## src/rtl/bp_predict_ctrl.sv

```systemverilog
// bp_predict_ctrl
//   Branch-prediction controller for the fetch stage. A direct-mapped branch
//   target buffer holds a valid bit, tag, target and saturating history
//   counter per entry. Each fetch is looked up and the prediction is
//   registered, so a lookup in cycle N drives the outputs in cycle N+1.
//   Resolved branches from execute train the table. A mispredict starts a
//   one-cycle RECOVER, which steers the PC to the corrected address. A
//   FLUSH window follows, so the front-end stays flushed for FLUSH_CYC
//   cycles in total.
//
//   Optional build macro: BP_PERF_CNT_EN adds the perf_lookups and
//   perf_mispredicts saturating 16-bit event counters.
//
// Handshake: no back-pressure. fetch_pc is sampled on every rising clock
//   edge where fetch_valid = 1. The upd_* inputs are sampled on every
//   rising clock edge where upd_valid = 1. upd_mispredict is ignored unless
//   upd_valid = 1.
//
// Ports:
//   clock, reset                  rising-edge clock, async active-high reset
//   fetch_valid, fetch_pc         fetch lookup request
//   upd_valid, upd_pc, upd_taken,
//   upd_target, upd_mispredict    resolved branch from execute
//   pc_mux_sel                    00 PC+1, 01 predicted, 10 recovery
//   pred_target                   predicted target (valid when sel = 01)
//   recover_target                corrected PC (valid when sel = 10)
//   flush                         front-end flush strobe
//   perf_lookups, perf_mispredicts  event counters (BP_PERF_CNT_EN only)
module bp_predict_ctrl #(
  parameter int ADDR_W    = 16,
  parameter int ENTRIES   = 16,
  parameter int CTR_W     = 2,
  parameter int FLUSH_CYC = 2
) (
  input  logic              clock,
  input  logic              reset,
  input  logic              fetch_valid,
  input  logic [ADDR_W-1:0] fetch_pc,
  input  logic              upd_valid,
  input  logic [ADDR_W-1:0] upd_pc,
  input  logic              upd_taken,
  input  logic [ADDR_W-1:0] upd_target,
  input  logic              upd_mispredict,
  output logic [1:0]        pc_mux_sel,
  output logic [ADDR_W-1:0] pred_target,
  output logic [ADDR_W-1:0] recover_target,
  output logic              flush
`ifdef BP_PERF_CNT_EN
  ,
  output logic [15:0]       perf_lookups,
  output logic [15:0]       perf_mispredicts
`endif
);

  localparam int IDX_W = $clog2(ENTRIES);
  localparam int TAG_W = ADDR_W - IDX_W;
  localparam int FC_W  = (FLUSH_CYC > 1) ? $clog2(FLUSH_CYC) : 1;

  localparam logic [CTR_W-1:0] CTR_MAX = {CTR_W{1'b1}};
  // Weakly-not-taken: MSB 0 and the remaining bits 1.
  localparam logic [CTR_W-1:0] CTR_WNT = CTR_MAX >> 1;
  // Weakly-taken: MSB 1 and the remaining bits 0.
  localparam logic [CTR_W-1:0] CTR_WT  = CTR_W'(1) << (CTR_W - 1);

  localparam logic [1:0] SEL_PC1     = 2'b00;
  localparam logic [1:0] SEL_PRED    = 2'b01;
  localparam logic [1:0] SEL_RECOVER = 2'b10;

  typedef enum logic [1:0] {
    RUN     = 2'd0,
    RECOVER = 2'd1,
    FLUSH   = 2'd2
  } state_t;

  state_t state;
  logic [FC_W-1:0] flush_cnt;

  // Branch target buffer storage.
  logic [ENTRIES-1:0] tbl_valid;
  logic [TAG_W-1:0]   tbl_tag    [ENTRIES];
  logic [ADDR_W-1:0]  tbl_target [ENTRIES];
  logic [CTR_W-1:0]   tbl_ctr    [ENTRIES];

  logic [IDX_W-1:0]  fetch_idx, upd_idx;
  logic [TAG_W-1:0]  fetch_tag, upd_tag;
  logic              fetch_hit, predict_taken, upd_hit, mispredict;
  logic [ADDR_W-1:0] fix_pc;

  // Table lookups. Both ports read the pre-update contents, so a same-cycle
  // update to the fetched index is not bypassed into the prediction.
  // A stored target of 0 means "no branch", so it never counts as a hit.
  always_comb begin
    fetch_idx     = fetch_pc[IDX_W-1:0];
    fetch_tag     = fetch_pc[ADDR_W-1:IDX_W];
    upd_idx       = upd_pc[IDX_W-1:0];
    upd_tag       = upd_pc[ADDR_W-1:IDX_W];
    fetch_hit     = tbl_valid[fetch_idx] && (tbl_tag[fetch_idx] == fetch_tag) &&
                    (tbl_target[fetch_idx] != '0);
    predict_taken = fetch_hit && tbl_ctr[fetch_idx][CTR_W-1];
    upd_hit       = tbl_valid[upd_idx] && (tbl_tag[upd_idx] == upd_tag) &&
                    (tbl_target[upd_idx] != '0);
    mispredict    = upd_valid && upd_mispredict;
    // The not-taken fall-through address wraps at the top of memory.
    fix_pc        = upd_taken ? upd_target : (upd_pc + ADDR_W'(1));
  end

  // Table training. This runs on every resolved branch, whatever the FSM
  // state is.
  always_ff @(posedge clock or posedge reset) begin
    if (reset) begin
      tbl_valid <= '0;
      for (int i = 0; i < ENTRIES; i++) begin
        tbl_tag[i]    <= '0;
        tbl_target[i] <= '0;
        tbl_ctr[i]    <= CTR_WNT;
      end
    end else if (upd_valid) begin
      if (upd_hit) begin
        if (upd_taken) begin
          if (tbl_ctr[upd_idx] != CTR_MAX) tbl_ctr[upd_idx] <= tbl_ctr[upd_idx] + CTR_W'(1);
          tbl_target[upd_idx] <= upd_target;
        end else if (tbl_ctr[upd_idx] != '0) begin
          tbl_ctr[upd_idx] <= tbl_ctr[upd_idx] - CTR_W'(1);
        end
      end else if (upd_taken && (upd_target != '0)) begin
        tbl_valid[upd_idx]  <= 1'b1;
        tbl_tag[upd_idx]    <= upd_tag;
        tbl_target[upd_idx] <= upd_target;
        tbl_ctr[upd_idx]    <= CTR_WT;
      end
    end
  end

  // Control FSM with registered outputs. A mispredict has priority in every
  // state, so the newest mispredict always restarts RECOVER with its own
  // corrected PC.
  always_ff @(posedge clock or posedge reset) begin
    if (reset) begin
      state          <= RUN;
      flush_cnt      <= '0;
      pc_mux_sel     <= SEL_PC1;
      pred_target    <= '0;
      recover_target <= '0;
      flush          <= 1'b0;
    end else if (mispredict) begin
      state          <= RECOVER;
      pc_mux_sel     <= SEL_RECOVER;
      pred_target    <= '0;
      recover_target <= fix_pc;
      flush          <= 1'b1;
    end else begin
      unique case (state)
        RUN: begin
          flush          <= 1'b0;
          recover_target <= '0;
          if (fetch_valid && predict_taken) begin
            pc_mux_sel  <= SEL_PRED;
            pred_target <= tbl_target[fetch_idx];
          end else begin
            pc_mux_sel  <= SEL_PC1;
            pred_target <= '0;
          end
        end
        RECOVER: begin
          pc_mux_sel     <= SEL_PC1;
          pred_target    <= '0;
          recover_target <= '0;
          flush_cnt      <= FC_W'(FLUSH_CYC - 1);
          if (FLUSH_CYC > 1) begin
            state <= FLUSH;
            flush <= 1'b1;
          end else begin
            state <= RUN;
            flush <= 1'b0;
          end
        end
        FLUSH: begin
          // Predictions are suppressed for the whole window.
          pc_mux_sel     <= SEL_PC1;
          pred_target    <= '0;
          recover_target <= '0;
          flush_cnt      <= flush_cnt - FC_W'(1);
          if (flush_cnt <= FC_W'(1)) begin
            state <= RUN;
            flush <= 1'b0;
          end else begin
            flush <= 1'b1;
          end
        end
        default: begin
          state          <= RUN;
          pc_mux_sel     <= SEL_PC1;
          pred_target    <= '0;
          recover_target <= '0;
          flush          <= 1'b0;
        end
      endcase
    end
  end

`ifdef BP_PERF_CNT_EN
  // Saturating event counters.
  always_ff @(posedge clock or posedge reset) begin
    if (reset) begin
      perf_lookups     <= '0;
      perf_mispredicts <= '0;
    end else begin
      if ((state == RUN) && fetch_valid && (perf_lookups != 16'hFFFF))
        perf_lookups <= perf_lookups + 16'd1;
      if (mispredict && (perf_mispredicts != 16'hFFFF))
        perf_mispredicts <= perf_mispredicts + 16'd1;
    end
  end
`endif

endmodule

```

## config.mk

```make
export PLATFORM = sky130hd
export DESIGN_NAME = bp_predict_ctrl
export DESIGN_NICKNAME = d
export VERILOG_FILES = /design/src/rtl/bp_predict_ctrl.sv
export SDC_FILE = /design/constraint.sdc
export NUM_CORES = 1
export LEC_CHECK = 0
export BUFFER_PORTS_ARGS = -buffer_cell sky130_fd_sc_hd__clkbuf_2
export CAP_MARGIN = 20
export CORE_MARGIN = 5
export CORE_UTILIZATION = 45
export DETAILED_ROUTE_END_ITERATION = 10
export SYNTH_ARGS = -nofsm -noshare
export SYNTH_HDL_FRONTEND = slang
export SYNTH_SLANG_ARGS = --single-unit
```

## constraint.sdc

```tcl
create_clock -name clock -period 37.7 [get_ports clock]
set_input_delay 7.54 -clock clock [delete_from_list [all_inputs] [get_ports clock]]
set_output_delay 7.54 -clock clock [all_outputs]
set_load 0.05 [all_outputs]
```

==> run metrics, run 1 <==
internal power 0.00120 W; Max Cap Viol 0; gpl congestion 0.850; Critical Path Source Type primary input; maximum vdd drop around 36 µV; antenna violations before repair 3; vias in the first global route approximately 18000; number of fill cells approximately 5000; Post-layout nets ~1900; Place WS approximately 25000 ps; worst hold path type reg -> reg; Min Hold Slack 491 ps; WP data arrival roughly 13000 ps; Clock power frac between 30% and 40%; die area around 66000 µm²; CTS Root Cell clkbuf_16; unrepaired setup endpoints after global routing false; Worst Setup Path Type in -> reg; Design Area, Final 30300 µm²; first-pass GRT wire length approximately 120 mm; drt total wl ~76 mm; CTS Hold Bufs 0; ratio of final minimum period to clock period about a third; Max Slew Vio Count 0; Crit Path Max Fanout 65; vias roughly 17000; Longest Clk Path Bufs 3; Rows 90; CTS Buf Count 58; worst hold start tbl_valid[13]$_DFFE_PP0P_; Post-synth EDFFs 0; Post-DP HPWL approximately 51 mm; die height 257 µm; drc violations 0; All-Layer GR Usage between 20% and 30%; H-tree depth 2; Sink Count approximately 530; Seq pwr share between 40% and 50%; largest net degree at the start of global routing 116; Pleak approximately 13 nW; total I/O pin count slightly below 90; Antenna diodes 0; initial drt markers 1399; I/O Buffers 88; Comb pwr share a little under a fifth; CTS tree built; Psw around 0.00045 W; Post-DP Area approximately 28000 µm²; RR Startpoint tbl_target[108]$_DFFE_PP0P_; routed len/inst roughly 28 µm; slew margin rel. 25.8%; final clock skew around 52 ps; post-synth top area share between 40 and 50%; Finish-stage setup viols 0; ys flop type dfrtp_1; final worst slack 25370 ps; Post-Syn Nets ~1900; sequential fraction of the synthesis area 48.5%; maximum clock frequency a little over 80 MHz; Clock transition at path regs ~60 ps; Post-synth ARST share 100%; Yosys warnings 0; Yosys reg bits around 530; ranking of synthesized cells by area dfrtp_1, mux2_2, mux4_2, mux2_4, dfstp_2; Die W 257 µm; library cells used by synthesis 60; area grow syn2layout 10.2%; Mapped Avg Cell Area 14.8 µm²; Skew-Pair Late Insertion Delay approximately 650 ps; Post-DRT Antenna Nets 0; share of cells above drive strength 1 around 48%; fin util between 50 and 60%; mapped cell area about 28000 µm²; endpoints failing hold 0; slew at the pin closest to its max-slew limit approximately 1100 ps; cell taking the most area after synthesis dfrtp_1; post-layout minimum cycle time 12330 ps; postcts setup bufs 0; Critical Path Source fetch_pc[1]; crit end category flip-flop; post-cts resize count 0; Critical Path RT 38280 ps; router iterations before antenna repair 5; CORE AREA 60500 µm²; status finished clean; setup TNS 0 ps; Via-to-Cell Ratio between 6 and 7; GRT Residual Overflow 0; sw frac between 20% and 30%; Cells after Synth around 1900; Initial Util 45.5%; P per Cell Area between 50 and 60 nW/µm²
==> cells by family (layout without fill, tap and decap cells) <==
family	Yosys count	after routing	synth area share, %
adders and majority gates	6	6	0.273
and+or+nand+nor	318	318	7.31
buffers and inverters	170	230	3.25
AOI/OAI and AO/OA	81	81	1.99
muxes	709	709	37.4
xor gates and xnor gates	38	38	1.21
DFF	533	533	48.5
==> worst paths after layout <==
path | to | slack, ps | cells after the start
worst max-delay path | pred_target[15]$_DFF_PP0_ | 25370 | 10
worst min-delay path | tbl_valid[13]$_DFFE_PP0P_ | 490 | 1
worst max register to register | tbl_target[239]$_DFFE_PP0P_ | 33000 | 10
worst min register to register | tbl_valid[13]$_DFFE_PP0P_ | 490 | 1
max in group asynchronous | tbl_target[185]$_DFFE_PP0P_ | 29050 | 3
min in group asynchronous | tbl_tag[14]$_DFFE_PP0P_ | 7080 | 2
==> cells in the mapped netlist (18+ instances only) <==
library cell / count
mux4_2: 196
mux2_2: 426
nor2_1: 52
mux2_4: 40
buf_6: 21
nand2b_1: 19
nand4_1: 38
buf_2: 30
and2_1: 20
dfrtp_1: 517
xor2_1: 23
nand2_1: 44
a21oi_1: 18
clkbuf_1: 77
nor4_1: 39
mux2_1: 19
mux2i_1: 28
or4_1: 33
==> state kept, by name, indices dropped and copies added, names as in the netlist <==
register	flops
tbl_target	256
tbl_valid	16
pc_mux_sel	2
tbl_tag	192
flush	1
pred_target	16
state	2
tbl_ctr	32
recover_target	16
==> layout by cell type, fill, tap and decap left out, types with 6 or more instances in the layout <==
cell / netlist / routed
nand2_1: 44 / 44
mux4_2: 196 / 196
nor3_1: 7 / 7
ha_1: 6 / 6
or4_1: 33 / 33
mux2_2: 426 / 426
o22ai_1: 17 / 17
and2_1: 20 / 20
xor2_1: 23 / 23
mux2i_1: 28 / 28
clkbuf_2: 0 / 83
mux2_4: 40 / 40
nor2_1: 52 / 52
inv_1: 8 / 7
nand4_1: 38 / 38
xnor2_1: 15 / 15
nor4_1: 39 / 39
dfstp_2: 16 / 16
clkbuf_8: 0 / 12
buf_4: 16 / 33
dfrtp_1: 517 / 517
nor3_2: 10 / 10
nand3_1: 10 / 10
nor2b_1: 7 / 7
clkbuf_1: 77 / 16
nand2b_1: 19 / 19
clkbuf_16: 0 / 58
nor2_8: 10 / 10
nor4b_1: 6 / 6
mux2_1: 19 / 19
o21ai_0: 15 / 15
a21oi_1: 18 / 18
==> metal layers <==
layer	global-route usage (%)	vias to the layer above	routed length, µm
li1	-	7122	-
met1	31.7	9147	31800
met2	36.8	504	37100
met3	4.50	149	4340
met4	8.59	6	3060
met5	0	-	42
==> power by group through the flow <==
stage	registers [W]	clock network, W	logic [W]
after floorplan	0.000736	0	0.000244
after global placement	0.000762	0	0.000310
after detailed placement	0.000766	0	0.000317
after CTS	0.000757	0.000586	0.000318
after global routing	0.000772	0.000608	0.000339
final	0.000760	0.000574	0.000316
==> area by class of cell <==
type / count / area [µm²] / area share, %
multi-input combinational: 1152 / 13300 / 43.8
clock inverter: 15 / 246 / 0.813
inverter: 9 / 41.3 / 0.136
timing repair buffer: 121 / 752 / 2.48
tap: 782 / 978 / 3.23
sequential: 533 / 13400 / 44.0
clock buffer: 85 / 1660 / 5.48
==> worst max-delay path, stage by stage <==
cell     delay (ps)
buf_4           610
buf_4           920
mux4_2          420
mux4_2          500
xor2_1          160
nor4_1          660
nand4_1         350
or4_1           650
a41oi_1         730
and2_1          240
==> through the flow <==
step,cells,total power [W]
detailed placement,2595,0.00108
global route,2697,0.00172
finish,2697,0.00165
global placement,2594,0.00107
floorplan,1855,0.000981
CTS,2695,0.00166
No activity file was read; power rests on OpenSTA's default activity.
==> inputs of run 2 (changes only) <==
==> constraint.sdc (replaced) <==
create_clock -name clock -period 12 [get_ports clock]
set_input_delay 2.4 -clock clock [delete_from_list [all_inputs] [get_ports clock]]
set_output_delay 2.4 -clock clock [all_outputs]
set_load 0.05 [all_outputs]
==> run 2 against run 1 <==
Via count rose by 0.30%. Sequential power rose to 3.1 times the previous value. Critical path type unchanged. Largest power group unchanged. Non-clock buffer count is 6 higher. Total power increased to 3.2 times the previous value. Clock power grew to 3.2 times the previous value. Global-route usage is essentially flat.
==> run metrics, run 2 (same netlist as run 1, synthesis figures left out) <==
Crit Path Max Fanout 36 (was 65); Max Slew Vio Count 0 (unchanged); leading registers by flop count tbl_target: 256 flops, tbl_tag: 192 flops, tbl_ctr: 32 flops (unchanged); Min Hold Slack 496 ps (was 491 ps); die area 66200 µm² (unchanged); critical path's top delay family simple AND/OR/NAND/NOR gates (unchanged); number of flip-flops in the largest register 256 (unchanged); Max Cap Viol 0 (unchanged); most frequent cells in the layout dfrtp_1, mux2_2, mux4_2 (unchanged); number of fill cells 5110 (was 5025); Seq. cell area 13400 µm² (unchanged); first-pass GRT wire length 117 mm (about the same); crit-path cells clkbuf_2 > buf_4 > inv_1 > or3_1 > o21ai_0 > nor4_1 > or4b_2 > nor4_4 > nand2_1 > nand4_1 > buf_4 > mux2_2 (was buf_4 > buf_4 > mux4_2 > mux4_2 > xor2_1 > nor4_1 > nand4_1 > or4_1 > a41oi_1 > and2_1); Critical Path Source Type primary input (unchanged); CORE AREA 60500 µm² (unchanged); CP peak stage delay 690 ps (was 920 ps); slew margin rel. 22.7% (was 25.8%); post-layout minimum cycle time a little under 7000 ps; slew at the pin closest to its max-slew limit 1160 ps (was 1110 ps); status finished clean (unchanged); antenna violations before repair 1 (was 3); multi-input logic area 13300 µm² (unchanged); most flop-heavy register tbl_target (unchanged); maximum vdd drop 140 µV (was 36.5 µV); Clock transition at path regs 60 ps (about the same); CTS Buf Count 58 (unchanged); fin cells 2706 (was 2697); placed cell count 2596 (was 2595); Finish-stage setup viols 0 (unchanged); worst hold path type reg -> reg (unchanged); Antenna diodes 0 (unchanged); crit end category flip-flop (unchanged); Post-layout nets 1941 (was 1935); Pleak 13.4 nW (was 13.3 nW); most common cell after layout, fill and taps aside dfrtp_1 (unchanged); Die W 257 µm (unchanged); routed len/inst 28.6 µm (was 28.3 µm); H-tree depth 2 (unchanged); router iterations before antenna repair 4 (was 5); final clock skew 37.3 ps (was 52.4 ps); setup TNS 0 ps (unchanged); All-Layer GR Usage 23.1% (about the same); unrepaired setup endpoints after global routing false (unchanged); ratio of final minimum period to clock period between 50 and 60%; Buf+Inv Stages, Crit Path 4 (was 2); largest net degree at the start of global routing 154 (was 116); GRT Residual Overflow 0 (unchanged); gpl congestion 0.841 (was 0.850); postcts setup bufs 0 (unchanged); slowest CP cell or4b_2 (was buf_4); Longest Clk Path Bufs 3 (unchanged); Post-DP HPWL 51.1 mm (was 51.0 mm); vias in the first global route 17700 (was 17600); CTS Root Cell clkbuf_16 (unchanged); WP data arrival 7420 ps (was 12910 ps); share of cells above drive strength 1 48.3% (was 47.8%); Critical Path RT 12490 ps (was 38280 ps); Via-to-Cell Ratio 6.27 (was 6.28); Rows 90 (unchanged); drc violations 0 (unchanged); area grow syn2layout 10.9% (was 10.2%); CTS Hold Bufs 0 (unchanged); CTS tree built (unchanged); Sink Count 533 (unchanged); Initial Util 45.5% (unchanged); maximum clock frequency ~140 MHz; post-cts resize count 0 (unchanged); Post-DRT Antenna Nets 0 (unchanged); die height 257 µm (unchanged); drt total wl 77.4 mm (was 76.3 mm); vias 17000 (was 16900); P per Cell Area 171 nW/µm² (was 54.4 nW/µm²); Worst Setup Path Type in -> reg (unchanged); Skew-Pair Late Insertion Delay 630 ps (was 650 ps); initial drt markers 1193 (was 1399); fin util 50.5% (was 50.2%); I/O Buffers 88 (unchanged); endpoints failing hold 0 (unchanged); Crit path top cell by count buf_4; total I/O pin count 89 (unchanged)
[run 2: final timing paths]
path / from / slack [ps] / cells after the start / end
hold reg to reg: tbl_valid[12]$_DFFE_PP0P_ / 500 / 1 / tbl_valid[12]$_DFFE_PP0P_
setup reg to reg: tbl_tag[51]$_DFFE_PP0P_ / 7370 / 9 / tbl_tag[162]$_DFFE_PP0P_
setup / recovery: upd_pc[1] / 5060 / 12 / tbl_tag[162]$_DFFE_PP0P_
hold / removal: tbl_valid[12]$_DFFE_PP0P_ / 500 / 1 / tbl_valid[12]$_DFFE_PP0P_
max in group asynchronous: reset / 8360 / 4 / tbl_target[108]$_DFFE_PP0P_
min in group asynchronous: reset / 1700 / 2 / tbl_tag[8]$_DFFE_PP0P_
[run 2: metrics by stage]
step	setup WS, ps	power [W]	instance area (µm²)
2_1_floorplan	2370	0.00308	27500
3_3_place_gp	4560	0.00337	28300
3_5_place_dp	4470	0.00340	28400
4_1_cts	5100	0.00525	30400
5_1_grt	4980	0.00543	30500
6_report	5060	0.00522	30500
[run 2: cell type report]
class | instances | share of cell area (%)
tap | 782 | 3.20
inverter | 9 | 0.123
clock buffer | 85 | 5.68
sequential | 533 | 43.8
multi-input combinational | 1152 | 43.5
clock inverter | 18 | 0.742
timing repair buffer | 127 | 2.98
[run 2: report_power, final]
part	leakage [nW]	switching, W	internal (W)	total, W
Sequential	6.76	0.000259	0.00212	0.00238
Clock	0.961	0.000753	0.00108	0.00184
Combinational	5.65	0.000426	0.000575	0.00100
Total	13.4	0.00144	0.00378	0.00522
[run 2: layer usage]
layer  wire (µm)  track usage [%]  vias to the layer above
li1            -                -                     7157
met1       32300             31.1                     9218
met2       39100             39.5                      487
met3        3840             3.30                      115
met4        2040             6.17                        2
met5          19                0                        -
==> inputs of run 3 (changes only) <==
==> constraint.sdc (replaced) <==
create_clock -name clock -period 7.1 [get_ports clock]
set_input_delay 1.42 -clock clock [delete_from_list [all_inputs] [get_ports clock]]
set_output_delay 1.42 -clock clock [all_outputs]
set_load 0.05 [all_outputs]
==> run 3 against run 2 <==
Utilization barely moved. Routed wire length rose by 0.67%. Final area barely moved. Worst setup slack got worse by 3600 ps. Clock skew fell by 2.0 ps. Critical path type unchanged. Combinational power rose by 68%. Worst hold slack improved by 6.1 ps. Largest cell class unchanged. First-iteration DRC count rose by 15%. Cell count rose by 0.74%. Sequential share of layout area barely moved.
==> run metrics, run 3 (same netlist as run 1, synthesis figures left out) <==
GRT Residual Overflow 0 (unchanged); Seq pwr share 45.9% (was 45.6%); internal power 0.00632 W (was 0.00378 W); leading registers by flop count tbl_target: 256 flops, tbl_tag: 192 flops, tbl_ctr: 32 flops (unchanged); Die W 257 µm (unchanged); router iterations before antenna repair 5 (was 4); largest net degree at the start of global routing 166 (was 154); Crit path top cell by count buf_4 (unchanged); Max Slew Vio Count 0 (unchanged); sw frac 28.2% (was 27.6%); crit end category flip-flop (unchanged); most frequent cells in the layout dfrtp_1, mux2_2, mux4_2 (unchanged); Comb pwr share 19.1% (was 19.2%); drt total wl 77.9 mm (was 77.4 mm); status finished clean (unchanged); vias in the first global route 18000 (was 17700); WHS Path Cells 1 (unchanged); Skew-Pair Late Insertion Delay 650 ps (was 630 ps); share of cells above drive strength 1 48.8% (was 48.3%); Critical Path Source upd_pc[0] (was upd_pc[1]); initial drt markers 1371 (was 1193); antenna violations before repair 2 (was 1); Clock transition at path regs 60 ps (about the same); Buf+Inv Stages, Crit Path 3 (was 4); die area 66200 µm² (unchanged); CORE AREA 60500 µm² (unchanged); postcts setup bufs 0 (unchanged); maximum clock frequency roughly 180 MHz; drc violations 0 (unchanged); Post-DP HPWL 52.1 mm (was 51.1 mm); CTS Root Cell clkbuf_16 (unchanged); vias 17000 (about the same); final worst slack 1460 ps (was 5060 ps); Clock power frac 35.0% (was 35.2%); Via-to-Cell Ratio 6.23 (was 6.27); setup TNS 0 ps (unchanged); P per Cell Area 288 nW/µm² (was 171 nW/µm²); Max Cap Viol 0 (unchanged); Sink Count 533 (unchanged); CTS Hold Bufs 0 (unchanged); maximum vdd drop 210 µV (was 140 µV); Psw 0.00248 W (was 0.00144 W); slew margin rel. 31.3% (was 22.7%); slowest CP cell nor2_2 (was or4b_2); Critical Path RT 7620 ps (was 12490 ps); slew at the pin closest to its max-slew limit 1030 ps (was 1160 ps); WP depth 10 (was 12); endpoints failing hold 0 (unchanged); CTS tree built (unchanged); I/O Buffers 88 (unchanged); critical path's top delay family simple AND/OR/NAND/NOR gates (unchanged); Critical Path Source Type primary input (unchanged); unrepaired setup endpoints after global routing false (unchanged); most common cell after layout, fill and taps aside dfrtp_1 (unchanged); most flop-heavy register tbl_target (unchanged); CP peak stage delay 760 ps (was 690 ps); worst hold start tbl_valid[2]$_DFFE_PP0P_ (was tbl_valid[12]$_DFFE_PP0P_); first-pass GRT wire length 119 mm (was 117 mm); All-Layer GR Usage 23.5% (was 23.1%); H-tree depth 2 (unchanged); post-cts resize count 0 (unchanged); routed len/inst 28.6 µm (about the same); Design Power 0.00880 W (was 0.00522 W); total I/O pin count 89 (unchanged); gpl congestion 0.853 (was 0.841); RR Startpoint tbl_target[108]$_DFFE_PP0P_ (was tbl_tag[51]$_DFFE_PP0P_); final clock skew 35.3 ps (was 37.3 ps); Longest Clk Path Bufs 3 (unchanged); Pleak 13.4 nW (about the same); worst hold path type reg -> reg (unchanged); area grow syn2layout 10.9% (about the same); Crit Path Max Fanout 29 (was 36); Place WS 846 ps (was 4470 ps); ratio of final minimum period to clock period about four fifths; CTS Buf Count 57 (was 58); die height 257 µm (unchanged); post-layout minimum cycle time approximately 5600 ps; Post-DRT Antenna Nets 0 (unchanged); Worst Setup Path Type in -> reg (unchanged); Rows 90 (unchanged); R2R depth 10 (was 9); Post-layout nets 1956 (was 1941); Initial Util 45.5% (unchanged); Finish-stage setup viols 0 (unchanged); crit-path cells buf_4 > inv_1 > mux4_2 > xor2_1 > or4_4 > nor4_4 > a41oi_4 > buf_4 > nor2_2 > mux2_2 (was clkbuf_2 > buf_4 > inv_1 > or3_1 > o21ai_0 > nor4_1 > or4b_2 > nor4_4 > nand2_1 > nand4_1 > buf_4 > mux2_2); WP data arrival 6160 ps (was 7420 ps); number of flip-flops in the largest register 256 (unchanged); number of fill cells 5126 (was 5110)
-- run 3: cell types whose count changed in the layout (fill, tap and decap cells not counted), moves of 2 or more --
cell	delta
buf_12	+2
buf_16	-5
buf_4	+23
buf_8	-3
bufinv_16	+2
clkbuf_16	-3
clkbuf_8	-9
clkinv_2	+5
clkinv_4	+4
clkinvlp_4	+3
-- run 3: per-layer routing --
layer  track usage [%]  up-vias  share of wire, %
li1                  -     7178                 -
met5                 0        -             0.014
met2              38.4      569                49
met1              31.4     9058                41
met4              9.49        2               4.4
met3              4.37      177               5.7
-- run 3: through the flow --
stage	area (µm²)	std cells	hold WS (ps)	utilization (%)
2_1_floorplan	27500	1855	451	-
3_3_place_gp	28600	2618	482	47.2
3_5_place_dp	28600	2618	487	47.2
4_1_cts	30500	2724	504	50.4
5_1_grt	30500	2725	527	50.5
6_report	30500	2726	502	50.5
-- run 3: final timing paths --
path                                              endpoint  slack (ps)
worst min-delay path              tbl_valid[2]$_DFFE_PP0P_         500
worst max register to register    tbl_tag[147]$_DFFE_PP0P_        2630
max in group asynchronous       tbl_target[64]$_DFFE_PP0P_        4670
worst min register to register    tbl_valid[2]$_DFFE_PP0P_         500
min in group asynchronous          tbl_tag[20]$_DFFE_PP0P_         970
worst max-delay path            tbl_target[65]$_DFFE_PP0P_        1460
-- run 3: layout make-up --
cell class,count,area [µm²],share of cell area [%]
Antenna cell,1,2.50,0.00820
Clock buffer,73,1540,5.03
Clock inverter,33,397,1.30
Inverter,9,37.5,0.123
Multi-Input combinational cell,1152,13300,43.5
Sequential cell,533,13400,43.8
Tap cell,782,978,3.21
Timing Repair Buffer,143,927,3.04
-- run 3: power by group through the flow --
stage          Clock [W]  Combinational, W  Sequential, W
3_5_place_dp           0           0.00169        0.00407
5_1_grt          0.00326           0.00181        0.00410
4_1_cts          0.00313           0.00170        0.00402
6_report         0.00308           0.00168        0.00404
3_3_place_gp           0           0.00165        0.00405
2_1_floorplan          0           0.00130        0.00391
